File: src/rtl/fifo_pkg.sv
// Shared pointer-coding helpers for the async FIFO read and write sides.
// Contents:
//   bin2gray()  binary -> reflected Gray
//   gray2bin()  reflected Gray -> binary
// Both work on a 32-bit container. Callers zero-extend narrower pointers
// and truncate the result, so one pair of functions serves every pointer
// width up to 32 bits. Zero-extension is safe because zero upper bits
// leave every prefix XOR used by gray2bin unchanged.
package fifo_pkg;

    localparam int PTR_MAX_W = 32;

    function automatic logic [PTR_MAX_W-1:0] bin2gray(input logic [PTR_MAX_W-1:0] b);
        return b ^ (b >> 1);
    endfunction

    function automatic logic [PTR_MAX_W-1:0] gray2bin(input logic [PTR_MAX_W-1:0] g);
        logic [PTR_MAX_W-1:0] b;
        b = g;
        for (int i = PTR_MAX_W - 2; i >= 0; i--) begin
            b[i] = b[i+1] ^ g[i];
        end
        return b;
    endfunction

endpackage

File: src/rtl/gray_ptr_sync.sv
// Multi-flop synchroniser for a Gray-coded pointer bus.
// The source changes at most one bit per source clock, so the captured
// value is always either the old or the new pointer.
// Ports:
//   clk    in   1   destination clock
//   reset  in   1   asynchronous, active-high; clears every stage to 0
//   d      in   W   Gray bus from the foreign clock domain
//   q      out  W   synchronised bus, STAGES destination edges late
module gray_ptr_sync #(
    parameter int W      = 5,
    parameter int STAGES = 2
) (
    input  logic         clk,
    input  logic         reset,
    input  logic [W-1:0] d,
    output logic [W-1:0] q
);

    logic [W-1:0] stg [STAGES];

    always_ff @(posedge clk or posedge reset) begin
        if (reset) begin
            for (int i = 0; i < STAGES; i++) begin
                stg[i] <= '0;
            end
        end else begin
            stg[0] <= d;
            for (int i = 1; i < STAGES; i++) begin
                stg[i] <= stg[i-1];
            end
        end
    end

    assign q = stg[STAGES-1];

endmodule

File: src/rtl/fifo_rd_ptr_ctrl.sv
// Read-side pointer and flag controller for the UART <-> ALU async FIFO.
// This block synchronises the write-domain Gray pointer and keeps the
// binary/Gray read pointer. It drives registered empty, almost_empty and
// level outputs. Each pointer carries one wrap bit, so all DEPTH entries
// are usable.
// Optional feature macro: FIFO_RD_UNDERFLOW_EN adds a sticky underflow flag.
// Ports:
//   clk           in   1         read-domain clock
//   reset         in   1         asynchronous, active-high
//   read          in   1         read request, honoured only while not empty
//   gray_wr_ptr   in   ADDR_W+1  Gray write pointer (write clock domain)
//   rd_addr       out  ADDR_W    RAM read address
//   gray_rd_ptr   out  ADDR_W+1  registered Gray read pointer to write side
//   empty         out  1         registered, no readable entry
//   almost_empty  out  1         registered, level <= AE_THRESH
//   level         out  ADDR_W+1  registered entry count 0..DEPTH
//   underflow     out  1         sticky read-while-empty (FIFO_RD_UNDERFLOW_EN only)
module fifo_rd_ptr_ctrl
    import fifo_pkg::*;
#(
    parameter int ADDR_W      = 4,
    parameter int SYNC_STAGES = 2,
    parameter int AE_THRESH   = 2
) (
    input  logic              clk,
    input  logic              reset,
    input  logic              read,
    input  logic [ADDR_W:0]   gray_wr_ptr,
    output logic [ADDR_W-1:0] rd_addr,
    output logic [ADDR_W:0]   gray_rd_ptr,
    output logic              empty,
    output logic              almost_empty,
`ifdef FIFO_RD_UNDERFLOW_EN
    output logic [ADDR_W:0]   level,
    output logic              underflow
`else
    output logic [ADDR_W:0]   level
`endif
);

    localparam int            PW   = ADDR_W + 1;
    localparam logic [PW-1:0] AE_T = PW'(AE_THRESH);

    logic [PW-1:0] wr_gray_s;
    logic [PW-1:0] wr_bin_s;
    logic [PW-1:0] rd_bin;
    logic [PW-1:0] rd_bin_nxt;
    logic [PW-1:0] rd_gray_nxt;
    logic [PW-1:0] level_nxt;
    logic          rd_inc;

    gray_ptr_sync #(
        .W      (PW),
        .STAGES (SYNC_STAGES)
    ) u_wr_sync (
        .clk   (clk),
        .reset (reset),
        .d     (gray_wr_ptr),
        .q     (wr_gray_s)
    );

    assign wr_bin_s = PW'(gray2bin(32'(wr_gray_s)));

    // The flags are computed from the next pointer. On the final read, empty
    // therefore rises on the same edge the pointer advances.
    always_comb begin
        rd_inc      = read & ~empty;
        rd_bin_nxt  = rd_bin + PW'(rd_inc);
        rd_gray_nxt = PW'(bin2gray(32'(rd_bin_nxt)));
        level_nxt   = wr_bin_s - rd_bin_nxt;
    end

    always_ff @(posedge clk or posedge reset) begin
        if (reset) begin
            rd_bin       <= '0;
            gray_rd_ptr  <= '0;
            empty        <= 1'b1;
            almost_empty <= 1'b1;
            level        <= '0;
        end else begin
            rd_bin       <= rd_bin_nxt;
            gray_rd_ptr  <= rd_gray_nxt;
            empty        <= (rd_gray_nxt == wr_gray_s);
            almost_empty <= (level_nxt <= AE_T);
            level        <= level_nxt;
        end
    end

    assign rd_addr = rd_bin[ADDR_W-1:0];

`ifdef FIFO_RD_UNDERFLOW_EN
    always_ff @(posedge clk or posedge reset) begin
        if (reset) begin
            underflow <= 1'b0;
        end else if (read && empty) begin
            underflow <= 1'b1;
        end
    end
`endif

endmodule
File: config.mk
export PLATFORM = sky130hd
export DESIGN_NAME = fifo_rd_ptr_ctrl
export DESIGN_NICKNAME = d
export VERILOG_FILES = /design/src/rtl/fifo_pkg.sv /design/src/rtl/gray_ptr_sync.sv /design/src/rtl/fifo_rd_ptr_ctrl.sv
export SDC_FILE = /design/constraint.sdc
export NUM_CORES = 1
export LEC_CHECK = 0
export ABC_AREA = 1
export BUFFER_PORTS_ARGS = -buffer_cell sky130_fd_sc_hd__clkbuf_2
export CORE_AREA = 2 2 51 53
export CTS_CLUSTER_DIAMETER = 30
export DETAILED_ROUTE_END_ITERATION = 10
export DIE_AREA = 0 0 53 55
export GPL_ROUTABILITY_DRIVEN = 0
export PLACE_DENSITY_LB_ADDON = 0.12
export SYNTH_ARGS = -nofsm -noshare
export SYNTH_HDL_FRONTEND = slang
export SYNTH_HIERARCHICAL = 1
export SYNTH_SLANG_ARGS = --single-unit
File: constraint.sdc
create_clock -name clk -period 3.9 [get_ports clk]
set_clock_uncertainty 0.05 [all_clocks]
set_input_delay 0.78 -clock clk [delete_from_list [all_inputs] [get_ports clk]]
set_output_delay 0.78 -clock clk [all_outputs]
set_load 0.03 [all_outputs]
[Yosys cells after proc, flatten, opt, wreduce, memory -nomap -nowiden]
Cells that the tools add are included.
Word-level totals
  flip-flop bits (word level): 27
  bits of input ports: 8
  output and inout bits: 16
Operators by class
  bitwise logic cells: 7
  eq/ne operators: 1
  $lt $le $gt $ge: 1
  $add $sub $neg: 2
Operators with widths (number)
  5-bit by 1-bit adder with 5-bit output: 1
  5-bit == test: 1
  5-bit by 2-bit less-or-equal comparator with 1-bit output, second input constant: 1
  5-bit subtractor: 1
  5-bit by 4-bit bitwise XOR with 5-bit output: 1
  1-bit bitwise XOR: 4
  1-bit AND: 1
  1-bit NOT: 1

[Longest topological paths before layout]
  word-level depth: 6
  gate-level depth with buffers: 17
  gate-level depth less buffers: 16

[Cells and area by module]
Netlist, hierarchy kept.
By module, submodules not included
  fifo_rd_ptr_ctrl: cells an instance 132, times used 1, area an instance 1044.8 sq um
  gray_ptr_sync: cells an instance 16, times used 1, area an instance 291.5 sq um

[Worst setup path before layout]
Ideal clock, no wire load.
  kind: input-to-reg
  from: input read
  to: register almost_empty
  stages: 13
  buffers on the path: 0
  path slack: 1509 ps
  data arrival time: 2277 ps
  required time: 3786 ps
  cell sequence: inv_1 -> nor2_1 -> ha_1 -> nand2_4 -> nand2_1 -> nand2_2 -> ha_1 -> a21oi_1 -> nand2_1 -> xor2_1 -> nor2_1 -> nand3_1 -> nor2_2
On the way
  cells in the longest elaborated chain, start to end: 4
Ends and longest elaborated chain
  start, declared: line fifo_rd_ptr_ctrl.sv:27  | input logic read,
  1-bit AND: line fifo_rd_ptr_ctrl.sv:67  | rd_inc = read & ~empty;
  5-bit by 1-bit adder with 5-bit output: line fifo_rd_ptr_ctrl.sv:68  | rd_bin_nxt = rd_bin + PW'(rd_inc);
  5-bit subtractor: line fifo_rd_ptr_ctrl.sv:70  | level_nxt = wr_bin_s - rd_bin_nxt;
  net level_nxt[3]: line fifo_rd_ptr_ctrl.sv:49  | logic [PW-1:0] level_nxt;
  5-bit by 2-bit less-or-equal comparator with 1-bit output: line fifo_rd_ptr_ctrl.sv:84  | almost_empty <= (level_nxt <= AE_T);
  end signal, assigned: line fifo_rd_ptr_ctrl.sv:84
  end, declared: line fifo_rd_ptr_ctrl.sv:32  | output logic almost_empty,
The timed path passes the listed nets, and every way through them passes these cells.

[Worst setup path in the final report]
  from: register u_wr_sync.stg, in the netlist u_wr_sync/q[4]
  to: register almost_empty
On the way
  cells in the longest elaborated chain, start to end: 6
Ends and longest elaborated chain
  start, declared: line gray_ptr_sync.sv:19  | logic [W-1:0] stg [STAGES];
  start signal, assigned by index: line gray_ptr_sync.sv:29  | stg[i] <= stg[i-1];
  1-bit bitwise XOR (*) (3 in a row): line fifo_pkg.sv:21  | b[i] = b[i+1] ^ g[i];
  1-bit bitwise XOR: line fifo_pkg.sv:21
  5-bit subtractor (*): line fifo_rd_ptr_ctrl.sv:70
  net level_nxt[1]: line fifo_rd_ptr_ctrl.sv:49
  5-bit by 2-bit less-or-equal comparator with 1-bit output (*): line fifo_rd_ptr_ctrl.sv:84
Mark *: on every way through the listed nets, which the timed path passes. The rest lies on a longest branch.

==> summary.txt <==
Clock network
  • Setup Fix Bufs, Post-CTS: 0
  • Resize count post-CTS: 0
  • TritonCTS clock tree: built
  • Htree depth: 1
  • Clk root buf: clkbuf_4
  • CTS Buffer Depth: 2
  • Cts bufs inserted: 3
  • Clk Latency, worst-skew pair: 0.32 ns
  • CTS Hold Bufs: 0
  • Clock-pin slew on the worst setup and hold paths: 0.14 ns
  • Num Clock Sinks: 26

Critical path
  • Worst Setup Start Kind: flop
  • Crit path DAT: 2.63 ns
  • Crit. End Element: flop
  • WP data required: 4.12 ns
  • Max FO, Critical Path: 4
  • Critical path class: reg2reg

Floorplanning
  • Initial Utilization: 56.5%
  • Site Rows: 18
  • Ports: 24
  • Core area: ~2400 um^2
  • Die H: 55 um
  • Die width: 53 um
  • Die footprint: 2920 um^2

Routing
  • Met1 WL: 943 um
  • WL met2: 1200 um
  • Top Layer Used: met4
  • First DRT Iteration DRCs: 9
  • Drt wl/cell: 11.4 um
  • DRC viols: 0
  • Routed WL: 2270 um
  • Total number of vias: 970
  • Vias per cell: 4.87
  • Initial DRT Pass Iterations: 5
  • Met3 wire length: a little over 80 um
  • Post-DRT Antenna Nets: 0

Yosys
  • Synth Cell Area: 1340 um^2
  • Synthesized flop and latch total: 26
  • Area leader, netlist: dfrtp_1
  • Syn avg cell area: 9.03 um^2
  • Synth warn: 6
  • Register area share after synthesis: roughly half
  • Mapped Cells: around 150
  • Top cell type's share of synthesized area: 44.9%
  • Most area-consuming cells after synthesis: dfrtp_1 (45%), nand2_1 (9.8%), nand2_2 (8.0%)
  • Syn Nets: roughly 160
  • Netlist cell types: 20

Pwr
  • Leak: 0.830 nW
  • Part of the power in registers: 31.2%
  • Combinational power share: 55.2%
  • Int Power: approximately 0.00069 W
  • Sw Share: 48.2%
  • Peak supply drop: 580 uV
  • P per Cell Area: slightly below 900 nW/um^2
  • Clock Power Share: ~14%
  • Net Sw Power: between 0.0006 and 0.0007 W

Final layout
  • Share of cells above drive strength 1: 33.7%
  • Non-filler cells, final: 199
  • Antenna fix cells: 0
  • Final instance area: approximately 1500 um^2
  • Nets: around 190
  • Area delta synth->final: 12.0%

Timing
  • Worst Tran Pin Value: 0.612 ns
  • Fmax: 414 MHz
  • Slew margin rel.: 59.2%
  • Min Tclk post-route: 2.42 ns
  • Count of final setup violators: 0
  • TNS Setup: 0 ns
  • Slew Limit Fails: 0
  • WHS: 0.316 ns
  • Tcrit/Tclk final: between 60% and 70%
  • Final Hold Fails: 0
  • Unrepaired setup endpoints after global routing: no

Placement
  • Area post-placement: 1440 um^2
  • DP HPWL: 1800 um
  • DP Cell Count: between 150 and 200
  • Port bufs: 23

Global routing
  • Total GRT Usage: a little under a fifth
  • Initial antenna violation count: 0
  • Largest net degree at the start of global routing: 17
  • Total gr overflow: 0
  • Vias in the first global route: 900
  • First-pass GRT wire length: roughly 3800 um

Worst hold path
  • Min-delay worst type: reg2reg

Run status
  • Outcome: completed

Run
  • Max_cap viols: 0
-- logic make-up after synthesis --
| kind of cell | share of synthesized area [%] |
|---|---|
| flops | 48.9 |
| fa+ha+maj | 7.12 |
| xor+xnor | 3.18 |
| compound gates | 1.40 |
| simple gates | 30.2 |
| buf+inv | 9.27 |
-- worst paths after layout --
path,startpoint,end,slack [ns],depth (start not counted)
worst max-delay path,u_wr_sync/q[4],almost_empty,1.48,14
worst min-delay path,u_wr_sync/stg[5],u_wr_sync/q[0],0.32,0
worst max register to register,u_wr_sync/q[4],almost_empty,1.48,14
worst min register to register,u_wr_sync/stg[5],u_wr_sync/q[0],0.32,0
max in group asynchronous,reset,rd_bin[1],2.96,2
min in group asynchronous,reset,u_wr_sync/q[3],0.33,2
-- layout by cell type (no fill, tap or decap), types with 3 or more instances in the layout --
cell       n
nor2_2     4
nand2_2   17
nor2_1     5
xor2_1     3
inv_1     19
clkbuf_2  23
dfrtp_1   24
nand3_1   14
nand2_1   35
ha_1       6
clkbuf_4   3
-- sequential cells by signal, indices dropped and copies added (netlist names) --
register	flops
gray_rd_ptr	5
level	5
u_wr_sync/q	5
u_wr_sync/stg	5
rd_bin	4
almost_empty	1
empty	1
-- per-stage QoR --
stage | utilization (%) | setup WS (ns) | total power, W
floorplan | - | 1.51 | 0.000997
global placement | 61.1 | 1.26 | 0.00114
detailed placement | 61.1 | 1.18 | 0.00116
CTS | 63.3 | 1.47 | 0.00135
global route | 63.3 | 1.24 | 0.00147
finish | 63.3 | 1.48 | 0.00134
-- layer usage --
layer	up-vias	global-route usage (%)
met3	5	3.23
met2	21	34.8
met4	0	8.97
met1	455	20.2
met5	-	0
li1	489	-
-- final cells by class --
class | count | area (um^2)
repair buffers | 23 | 115
clock buffers | 3 | 22.5
well taps | 30 | 37.5
multi-input cells | 95 | 559
flip-flops and latches | 26 | 653
inverters | 21 | 78.8
clock inverters | 1 | 30.0
fillers | 210 | 868
-- Yosys cell counts --
cell type and n:
nand2_1 35, dfrtp_1 24, inv_1 19, nand2_2 17, nand3_1 14, buf_4 6, ha_1 6, nor2_1 5
nor2_2 4, xor2_1 3, a21oi_1 2, dfstp_2 2, inv_2 2, nand3_2 2, nand4_1 2, fa_1 1
nand2_4 1, nand3b_1 1, o21ai_2 1, xor2_2 1
-- power groups by stage --
stage	combinational [W]	clock, W	sequential, W
after detailed placement	0.000738	0	0.000423
after global placement	0.000724	0	0.000420
after floorplan	0.000436	0	0.000561
final	0.000738	0.000182	0.000417
after global routing	0.000839	0.000198	0.000429
after CTS	0.000746	0.000187	0.000417
-- critical path: stages, from the launching register on --
cell	delay (ns)
dfrtp_1	0.44
inv_2	0.06
nand2_1	0.09
nand3_2	0.11
nand2_2	0.11
xor2_2	0.24
xor2_1	0.18
ha_1	0.16
inv_1	0.06
fa_1	0.46
inv_1	0.08
nor2_1	0.04
nor2_1	0.09
nand3_1	0.09
nor2_2	0.11
Power figures use the tool's default switching activity.
